[config.mk]
export PLATFORM = sky130hd
export DESIGN_NAME = mem_stage_wbuf
export DESIGN_NICKNAME = d
export VERILOG_FILES = /design/src/rtl/arm_pkg.sv /design/src/rtl/mem_wbuf.sv /design/src/rtl/mem_stage_wbuf.sv
export SDC_FILE = /design/constraint.sdc
export NUM_CORES = 1
export LEC_CHECK = 0
export CELL_PAD_IN_SITES_DETAIL_PLACEMENT = 1
export CELL_PAD_IN_SITES_GLOBAL_PLACEMENT = 1
export CORE_MARGIN = 8
export CORE_UTILIZATION = 51
export CTS_BUF_LIST = sky130_fd_sc_hd__clkbuf_8
export CTS_CLUSTER_SIZE = 24
export DETAILED_ROUTE_END_ITERATION = 8
export PLACE_DENSITY_LB_ADDON = 0.05
export SLEW_MARGIN = 30
export SYNTH_ARGS = -nofsm -noshare
export SYNTH_HDL_FRONTEND = slang
export SYNTH_SLANG_ARGS = --single-unit
export TNS_END_PERCENT = 30
[constraint.sdc]
create_clock -name clk -period 9.5 [get_ports clk]
set_input_delay 1.425 -clock clk [delete_from_list [all_inputs] [get_ports clk]]
set_output_delay 1.425 -clock clk [all_outputs]
set_load 0.03 [all_outputs]
[src/rtl/arm_pkg.sv]
`default_nettype none
// ============================================================================
// Module      : arm_pkg
// Description : Shared constants and state encoding for the MEM stage with a
//               posted-store write buffer.
// Revision    : 1.0 - initial release
// ============================================================================
package arm_pkg;

   // Default widths and buffer depth used by the MEM stage and write buffer
   localparam int C_DATA_W_DEF     = 32;
   localparam int C_ADDR_W_DEF     = 32;
   localparam int C_DEST_W_DEF     = 4;
   localparam int C_WBUF_DEPTH_DEF = 4;

   // Memory-port controller states
   typedef enum logic [1:0] {
      ST_IDLE    = 2'd0,
      ST_RD_WAIT = 2'd1,
      ST_WR_WAIT = 2'd2
   } mem_state_e;

endpackage : arm_pkg
`default_nettype wire

[src/rtl/mem_wbuf.sv]
`default_nettype none
// ============================================================================
// Module      : mem_wbuf
// Description : Circular write buffer holding posted stores (address, data)
//               with a youngest-match lookup on word address.
// Revision    : 1.0 - initial release
// ============================================================================
module mem_wbuf
   import arm_pkg::*;
#(
   parameter int DATA_W = C_DATA_W_DEF,
   parameter int ADDR_W = C_ADDR_W_DEF,
   parameter int DEPTH  = C_WBUF_DEPTH_DEF
) (
   input  logic              clk,
   input  logic              rst,
   input  logic              push,
   input  logic [ADDR_W-1:0] push_addr,
   input  logic [DATA_W-1:0] push_data,
   input  logic              pop,
   input  logic [ADDR_W-3:0] lkp_waddr,
   output logic              full,
   output logic              empty,
   output logic [ADDR_W-1:0] head_addr,
   output logic [DATA_W-1:0] head_data,
   output logic              hit,
   output logic [DATA_W-1:0] hit_data
);

   localparam int PTR_W = $clog2(DEPTH);
   localparam int CNT_W = PTR_W + 1;

   logic [PTR_W-1:0]  head_q, head_d;
   logic [PTR_W-1:0]  tail_q, tail_d;
   logic [CNT_W-1:0]  count_q, count_d;
   logic [ADDR_W-1:0] addr_q [DEPTH];
   logic [ADDR_W-1:0] addr_d [DEPTH];
   logic [DATA_W-1:0] data_q [DEPTH];
   logic [DATA_W-1:0] data_d [DEPTH];

   logic              do_push;
   logic              do_pop;
   logic [PTR_W-1:0]  idx;

   assign full      = (count_q == CNT_W'(DEPTH));
   assign empty     = (count_q == '0);
   assign head_addr = addr_q[head_q];
   assign head_data = data_q[head_q];

   // A pop in the same cycle frees the slot a push into a full buffer needs
   assign do_pop  = pop & ~empty;
   assign do_push = push & (~full | do_pop);

   // Pointer, count and storage next-state
   always_comb begin
      head_d  = head_q;
      tail_d  = tail_q;
      count_d = count_q;
      addr_d  = addr_q;
      data_d  = data_q;
      if (do_push) begin
         addr_d[tail_q] = push_addr;
         data_d[tail_q] = push_data;
         tail_d         = tail_q + PTR_W'(1);
      end
      if (do_pop) begin
         head_d = head_q + PTR_W'(1);
      end
      case ({do_push, do_pop})
         2'b10:   count_d = count_q + CNT_W'(1);
         2'b01:   count_d = count_q - CNT_W'(1);
         default: count_d = count_q;
      endcase
   end

   // Scan oldest to youngest so the last match found is the youngest entry
   always_comb begin
      hit      = 1'b0;
      hit_data = '0;
      idx      = head_q;
      for (int i = 0; i < DEPTH; i++) begin
         idx = head_q + PTR_W'(i);
         if ((CNT_W'(i) < count_q) && (addr_q[idx][ADDR_W-1:2] == lkp_waddr)) begin
            hit      = 1'b1;
            hit_data = data_q[idx];
         end
      end
   end

   // Pointers and occupancy; reset empties the buffer
   always_ff @(posedge clk) begin
      if (rst) begin
         head_q  <= '0;
         tail_q  <= '0;
         count_q <= '0;
      end else begin
         head_q  <= head_d;
         tail_q  <= tail_d;
         count_q <= count_d;
      end
   end

   // Entry storage; contents are only meaningful below count, so no reset
   always_ff @(posedge clk) begin
      addr_q <= addr_d;
      data_q <= data_d;
   end

endmodule : mem_wbuf
`default_nettype wire

[src/rtl/mem_stage_wbuf.sv]
`default_nettype none
// ============================================================================
// Module      : mem_stage_wbuf
// Description : Pipeline MEM stage. Stores are posted into a write buffer and
//               drained to backing memory; loads are forwarded from the
//               buffer on a hit or fetched from memory on a miss.
// Revision    : 1.0 - initial release
// ============================================================================
module mem_stage_wbuf
   import arm_pkg::*;
#(
   parameter int DATA_W     = C_DATA_W_DEF,
   parameter int ADDR_W     = C_ADDR_W_DEF,
   parameter int DEST_W     = C_DEST_W_DEF,
   parameter int WBUF_DEPTH = C_WBUF_DEPTH_DEF
) (
   input  logic              clk,
   input  logic              rst,
   input  logic              wb_en_in,
   input  logic              mem_r_en_in,
   input  logic              mem_w_en_in,
   input  logic [ADDR_W-1:0] alu_res_in,
   input  logic [DATA_W-1:0] val_Rm,
   input  logic [DEST_W-1:0] dest_in,
   output logic              wb_en_out,
   output logic              mem_r_en_out,
   output logic [ADDR_W-1:0] alu_res_out,
   output logic [DEST_W-1:0] dest_out,
   output logic [DATA_W-1:0] mem_out,
   output logic              ready,
   output logic              wbuf_empty,
   output logic              mem_req,
   output logic              mem_we,
   output logic [ADDR_W-1:0] mem_addr,
   output logic [DATA_W-1:0] mem_wdata,
   input  logic [DATA_W-1:0] mem_rdata,
   input  logic              mem_ack
);

   mem_state_e        state_q, state_d;
   logic              mem_req_q, mem_req_d;
   logic              mem_we_q, mem_we_d;
   logic [ADDR_W-1:0] mem_addr_q, mem_addr_d;
   logic [DATA_W-1:0] mem_wdata_q, mem_wdata_d;

   logic              ack_v;
   logic              is_load;
   logic              is_store;
   logic              wb_push;
   logic              wb_pop;
   logic              wb_full;
   logic              wb_empty;
   logic              wb_hit;
   logic [DATA_W-1:0] wb_hit_data;
   logic [ADDR_W-1:0] wb_head_addr;
   logic [DATA_W-1:0] wb_head_data;
   logic              rd_done;

   assign wb_en_out    = wb_en_in;
   assign mem_r_en_out = mem_r_en_in;
   assign alu_res_out  = alu_res_in;
   assign dest_out     = dest_in;

   assign mem_req    = mem_req_q;
   assign mem_we     = mem_we_q;
   assign mem_addr   = mem_addr_q;
   assign mem_wdata  = mem_wdata_q;
   assign wbuf_empty = wb_empty;

   // An ack without an outstanding request (e.g. after reset) is stray
   assign ack_v    = mem_ack & mem_req_q;
   // A load wins when both enables are raised; the store is dropped
   assign is_load  = mem_r_en_in;
   assign is_store = mem_w_en_in & ~mem_r_en_in;
   assign wb_pop   = (state_q == ST_WR_WAIT) & ack_v;
   assign wb_push  = is_store & (~wb_full | wb_pop);
   assign rd_done  = is_load & (state_q == ST_RD_WAIT) & ack_v;

   mem_wbuf #(
      .DATA_W (DATA_W),
      .ADDR_W (ADDR_W),
      .DEPTH  (WBUF_DEPTH)
   ) u_wbuf (
      .clk       (clk),
      .rst       (rst),
      .push      (wb_push),
      .push_addr (alu_res_in),
      .push_data (val_Rm),
      .pop       (wb_pop),
      .lkp_waddr (alu_res_in[ADDR_W-1:2]),
      .full      (wb_full),
      .empty     (wb_empty),
      .head_addr (wb_head_addr),
      .head_data (wb_head_data),
      .hit       (wb_hit),
      .hit_data  (wb_hit_data)
   );

   // Stall and load-data return toward the pipeline
   always_comb begin
      ready   = 1'b1;
      mem_out = '0;
      if (is_load) begin
         if (wb_hit) begin
            mem_out = wb_hit_data;
         end else if (rd_done) begin
            mem_out = mem_rdata;
         end else begin
            ready = 1'b0;
         end
      end else if (is_store) begin
         ready = wb_push;
      end
   end

   // Memory-port controller next state; request fields held until ack
   always_comb begin
      state_d     = state_q;
      mem_req_d   = mem_req_q;
      mem_we_d    = mem_we_q;
      mem_addr_d  = mem_addr_q;
      mem_wdata_d = mem_wdata_q;
      case (state_q)
         ST_IDLE: begin
            if (is_load && !wb_hit) begin
               state_d     = ST_RD_WAIT;
               mem_req_d   = 1'b1;
               mem_we_d    = 1'b0;
               mem_addr_d  = alu_res_in;
               mem_wdata_d = '0;
            end else if (!wb_empty) begin
               state_d     = ST_WR_WAIT;
               mem_req_d   = 1'b1;
               mem_we_d    = 1'b1;
               mem_addr_d  = wb_head_addr;
               mem_wdata_d = wb_head_data;
            end else if (wb_push) begin
               // Store into an empty buffer becomes the head this edge
               state_d     = ST_WR_WAIT;
               mem_req_d   = 1'b1;
               mem_we_d    = 1'b1;
               mem_addr_d  = alu_res_in;
               mem_wdata_d = val_Rm;
            end
         end
         ST_RD_WAIT, ST_WR_WAIT: begin
            if (ack_v) begin
               state_d   = ST_IDLE;
               mem_req_d = 1'b0;
               mem_we_d  = 1'b0;
            end
         end
         default: begin
            state_d   = ST_IDLE;
            mem_req_d = 1'b0;
            mem_we_d  = 1'b0;
         end
      endcase
   end

   // Controller state and registered memory-port outputs
   always_ff @(posedge clk) begin
      if (rst) begin
         state_q     <= ST_IDLE;
         mem_req_q   <= 1'b0;
         mem_we_q    <= 1'b0;
         mem_addr_q  <= '0;
         mem_wdata_q <= '0;
      end else begin
         state_q     <= state_d;
         mem_req_q   <= mem_req_d;
         mem_we_q    <= mem_we_d;
         mem_addr_q  <= mem_addr_d;
         mem_wdata_q <= mem_wdata_d;
      end
   end

endmodule : mem_stage_wbuf
`default_nettype wire

==> results_dict.tcl <==
set metrics [dict create \
    status "finished, final reports clean" \
    required_ns 8.08 \
    seqPwrFrac_pct 42.4 \
    yosysTopAreaCellShare_pct 37.18 \
    switching_share_pct 32.57 \
    core_area_mm2 0.03991 \
    antenna_found_initial 8 \
    drive_gt1_share_pct 16.38 \
    crit_fanout 72 \
    fin_ws_ns 1.648 \
    pre_cts_ws_ns 1.839 \
    fmaxAchievable_mhz 127.4 \
    yosys_warnings 0 \
    grt_pass1_vias 16770 \
    synth_nets 1864 \
    drc 0 \
    place.gp.congestion 0.9707 \
    synth_cell_types 69 \
    multiInputGateArea_mm2 0.01037 \
    report.final.slew_viol_count 0 \
    ys_top_cells_by_area "edfxtp_1 37%, mux4_2 12%, mux2i_1 9.4%, dfxtp_1 7.2%, xnor2_1 3.7%" \
    yosysSeqAreaShare_pct 44.35 \
    setup_viol 0 \
    dr_total_vias 16070 \
    ios 244 \
    n_fill_cell 4061 \
    clk_latency_ns 0.65 \
    cts_buffer_depth 3 \
    layout.nets 1998 \
    clkPwrFrac_pct 32.7 \
    crit_path_end_kind "output pin" \
    synth_edf_count 256 \
    synth_flop_cell "edfxtp_1" \
    internal-power_uw 2755 \
    fin_cells 2457 \
    tns_ns 0 \
    rows 73 \
    initial_utilization_pct 51.79 \
    power.net_switching_uw 1331 \
    hold_path_class "reg -> reg" \
    hold_buffers 0 \
    ir_worst_vdd_mv 0.1365 \
    cts_inserted_buffers 59 \
    firstDrtPassIters 5 \
    htreeDepth 2 \
    die_x_um 217.3 \
    grt_max_degree 195 \
    grt_pass1_wl_um 107600 \
    power_leakage_uw 0.007860 \
    rsz0062_at_grt "false" \
    grt_util_all_layers_pct 29.72 \
    first_iter_violations 1477 \
    grt_overflow 0 \
    die_h_um 217.3 \
    clk_pin_slew_ns 0.06 \
    finalPower_uw 4086 \
    syn_inst 1746 \
    synthArstFlopShare_pct 0 \
    wl_per_cell_um 29.37 \
    criticalPathCategory "reg -> out" \
    worstPathArrival_ns 6.43 \
    powerDensity_mw_per_mm2 169.1 \
    drt-total-wl_um 72170 \
    final_area_mm2 0.02416 \
    post-route-period-util_pct 82.66 \
    cts_tree "yes" \
    avgSynthCellArea_um2 11.84 \
    cts.sink_count 330 \
    fin_skew_ns 0.02423 \
    placed_area_mm2 0.02299 \
    timing.final.crit_period_ns 7.852 \
    dp.cells 2344 \
    die_area_mm2 0.04723 \
    yosys.area.top_type "edfxtp_1" \
    synth_area_mm2 0.02067 \
    port_buffers 233 \
    start_kind "flip-flop" \
    seqCellArea_mm2 0.009176 \
    ant_nets 0 \
    cts_setup_buffers 0 \
    hpwl_um 49640 \
    slew_headroom_pct 33.31 \
    viasPerCell 6.540 \
    cts_resized 0 \
    hold_viol_final 0 \
    maxCapViolCount 0 \
    root_buffer "clkbuf_8" \
    syn_to_final_growth_pct 16.87 \
    pwr-share-comb_pct 24.8 \
    synth-seq-cells 330 \
    worst_slew_pin_slew_ns 0.9983 \
]
## state kept, by name, summed over array words and instances (netlist names)
| register | cells |
|---|---|
| u_wbuf.addr_q | 128 |
| u_wbuf.data_q | 128 |
| mem_addr | 32 |
| mem_wdata | 32 |
| u_wbuf.count_q | 3 |
| state_q | 2 |
| u_wbuf.head_q | 2 |
| u_wbuf.tail_q | 2 |
| mem_req | 1 |
## layout by cell type, fill, tap and decap left out, types with 15 or more instances in the layout
cell type and n:
mux2_2 54, o221a_2 30, clkbuf_8 63, o21ai_0 74
a2bb2oi_1 26, nand2_1 83, a22o_1 25, nand4_1 23
edfxtp_1 256, clkdlybuf4s50_1 232, a21oi_1 83, a211oi_1 50
xor2_1 22, dfxtp_1 72, inv_1 76, o211ai_1 15
buf_4 21, xnor2_1 87, nor2_1 128, mux2i_1 195
mux4_2 109
## synth_stat cells, types with 12 or more instances
cell type  instances
xor2_1            22
o211a_1           13
a211oi_1          50
nand3_1           12
dfxtp_1           74
a21oi_1           84
o21ai_0           74
mux2i_1          195
nor2_1           128
o211ai_1          15
inv_1             54
nand4_1           23
mux2_2            54
nand2_1           84
xnor2_1           87
clkbuf_1          82
a22o_1            25
edfxtp_1         256
buf_4             56
mux4_2           109
o221a_2           30
buf_1             22
ha_1              12
buf_2             22
a2bb2oi_1         26
## layer usage
| layer | up-vias | share of wire (%) | track usage, % | wire length [um] |
|---|---|---|---|---|
| li1 | 7014 | - | - | - |
| met1 | 8245 | 43 | 40.41 | 31000 |
| met2 | 681 | 47 | 47.43 | 33780 |
| met3 | 118 | 7.9 | 6.768 | 5692 |
| met4 | 10 | 2.3 | 8.228 | 1629 |
| met5 | - | 0.087 | 0 | 63 |
## logic make-up after synthesis
kind of cell | count (synthesis) | synth area share, %
compound gates | 391 | 13.59
simple gates | 304 | 6.766
fa+ha+maj | 12 | 0.7262
xor+xnor | 109 | 4.618
flops | 330 | 44.35
mux | 358 | 24.26
buf+inv | 242 | 5.689
## power groups by stage
stage	logic, uW	registers [uW]	clock network (uW)
floorplan	438	1890	0
global placement	985	1750	0
detailed placement	1000	1760	0
CTS	1010	1730	1350
global route	1060	1740	1410
finish	1020	1730	1340
## path summary, 6_finish.rpt
path / slack (ns) / cells past startpoint / startpoint / end
worst min register to register: 0.48 / 2 / mem_addr[0] / mem_addr[0]
worst max register to register: 4.50 / 10 / u_wbuf.head_q[1] / mem_wdata[0]
worst max-delay path: 1.65 / 11 / u_wbuf.head_q[0] / mem_out[28]
worst min-delay path: 0.48 / 2 / mem_addr[0] / mem_addr[0]
## stage by stage
step,hold WS [ns],util (%)
finish,0.4822,60.53
global route,0.5135,60.53
CTS,0.4796,60.50
detailed placement,0.4708,57.60
global placement,0.4681,57.60
floorplan,0.4875,-
## worst max-delay path, cell delays in order (launching register included)
cell and delay (ns):
dfxtp_4 0.70, buf_12 0.45, mux2i_1 0.33, xor2_1 0.42, nand2_1 0.21, o32ai_1 0.28
nor4bb_1 0.71, and3_1 0.66, nand2_1 0.71, a2bb2oi_1 0.33, o21ai_0 0.14, clkdlybuf4s50_1 0.73
## final cells by class
type | count | area share (%)
Sequential cell | 330 | 37.98
Clock inverter | 47 | 1.212
Antenna cell | 3 | 0.03107
Timing Repair Buffer | 259 | 10.66
Multi-Input combinational cell | 1174 | 42.94
Clock buffer | 63 | 3.589
Tap cell | 525 | 2.719
Inverter | 56 | 0.8700
Note: power is estimated with default switching activity, not from simulation.
==> RTL edit (config.mk and constraints unchanged) <==
Encoding of `mem_state_e`: now one-hot (3 bits for 3 states).
--- a/src/rtl/arm_pkg.sv
+++ b/src/rtl/arm_pkg.sv
@@ -15,8 +15,8 @@
 
    // Memory-port controller states
-   typedef enum logic [1:0] {
-      ST_IDLE    = 2'd0,
-      ST_RD_WAIT = 2'd1,
-      ST_WR_WAIT = 2'd2
+   typedef enum logic [2:0] {
+      ST_IDLE    = 3'b001,
+      ST_RD_WAIT = 3'b010,
+      ST_WR_WAIT = 3'b100
    } mem_state_e;
 
Formal check against the unedited RTL: no difference found for any inputs over 4 cycles, from zero or initial values and one cycle with rst high; so few cycles prove little.
==> RTL edit against the unedited design <==
Sequential cell count up 1; power is 9.0% lower; final cell count grew 1.2%; cell area down 2.9%; worst setup slack improved by 120 ps; area after synthesis down 3.1%; wire length fell by 3.8%; register-to-register slack got worse by 520 ps; critical path type is now in2out.
==> RTL edit: results (changes against the unedited design) <==
Data arrival, critical path = 6310 ps (was 6430 ps)
Cells on worst reg2reg path = 13 (was 10)
Share of the synthesized area in compound gates (AO/OA/AOI/OAI) = 0.177 (was 0.136)
Met2 capacity usage during global routing = 0.461 (was 0.474)
Number of global-route vias before repair = 17026 (was 16769)
Count of clock buffers in the final design = 72 (was 63)
Non-Clock Inverter Count = 12 (was 56)
Source of the worst hold timing path = u_wbuf.tail_q[1] (was mem_addr[0])
Register Area = 9200 µm² (was 9180 µm²)
Length of routed met3 wiring = 6270 µm (was 5690 µm)
Pin count of the biggest net entering global routing = 117 (was 195)
DRT Pass-1 Iters = 6 (was 5)
Total GRT Usage = 0.291 (was 0.297)
Fraction of standard cell area in multi-input logic = 0.417 (was 0.429)
Post-detailed-placement half-perimeter wirelength = 44600 µm (was 49600 µm)
Smallest hold slack = 511 ps (was 482 ps)
Via count = 16361 (was 16068)
Run status = complete, no violations (unchanged)
Row cnt = 72 (was 73)
Total routed wire length on the met1 layer = 29500 µm (was 31000 µm)
Multi-input logic cell count = 1255 (was 1174)
Antenna violations before repair = 1 (was 8)
Largest vdd supply drop = 148 µV (was 136 µV)
Largest fanout on the critical path = 35 (was 72)
Setup slack on the worst flop-to-flop path = 3980 ps (was 4500 ps)
Highest metal used = met4 (was met5)
Layout filler cell count = 3996 (was 4061)
Detailed Route Iter0 Violations = 1372 (was 1477)
Most frequent cells after synthesis = edfxtp_1 (256), nor2_1 (244), mux2i_1 (163) (was edfxtp_1 (256), mux2i_1 (195), nor2_1 (128))
Adder-cell share of the synthesized area = 0.00562 (was 0.00726)
CP delay by family, top = buffers and inverters (was simple AND/OR/NAND/NOR gates)
Non-clock buffering overhead in the final layout = 0.110 (was 0.107)
Slowest cell on the critical path = or2_2 (was clkdlybuf4s50_1)
First-pass GRT wire length = 105000 µm (was 108000 µm)
Fraction of layout cells with a size suffix above 1 = 0.171 (was 0.164)
Terminus of the critical flop-to-flop path = mem_addr[23] (was mem_wdata[0])
Register area share after synthesis = 0.459 (was 0.444)
Cell Area, Placed = 22200 µm² (was 23000 µm²)
Sequential cell count = 331 (was 330)
Fraction of synthesized cell area in xor and xnor cells = 0.0503 (was 0.0462)
Lkg Pwr = 7.32 nW (was 7.86 nW)
Measured slew at the worst slew-check pin = 965 ps (was 998 ps)
Top cells by area in the synthesized netlist = edfxtp_1 (38%), mux2i_1 (8.1%), dfxtp_1 (7.5%) (was edfxtp_1 (37%), mux4_2 (12%), mux2i_1 (9.4%))
Clock network area share = 0.0512 (was 0.0480)
RTL edit: cell types whose count changed in the layout (fill, tap and decap cells not counted), moves of 22 or more:
cell	unedited run	this run
a2111oi_0	1	33
a211oi_2	0	30
a22o_1	25	2
a2bb2oi_1	26	4
a31o_2	1	32
a31oi_1	5	50
inv_1	76	22
mux2i_1	195	163
mux4_2	109	44
nand2_1	83	34
nor2_1	128	243
o21ai_0	74	50
o22ai_1	10	39
RTL edit: worst max path at each step:
stage | slack [ps] | startpoint | end
6_report | 1770 | alu_res_in[4] | mem_out[31]
5_1_grt | 1580 | alu_res_in[4] | mem_out[31]
4_1_cts | 1860 | alu_res_in[4] | mem_out[31]
3_5_place_dp | 1850 | alu_res_in[4] | mem_out[31]
3_3_place_gp | 2060 | alu_res_in[4] | mem_out[25]
2_1_floorplan | 3500 | alu_res_in[31] | mem_out[23]
RTL edit: where the power goes:
part	internal [W]	switching [W]
clock	0.000737	0.000626
sequential	0.00163	0.0000471
combinational	0.000246	0.000430
total	0.00261	0.00110
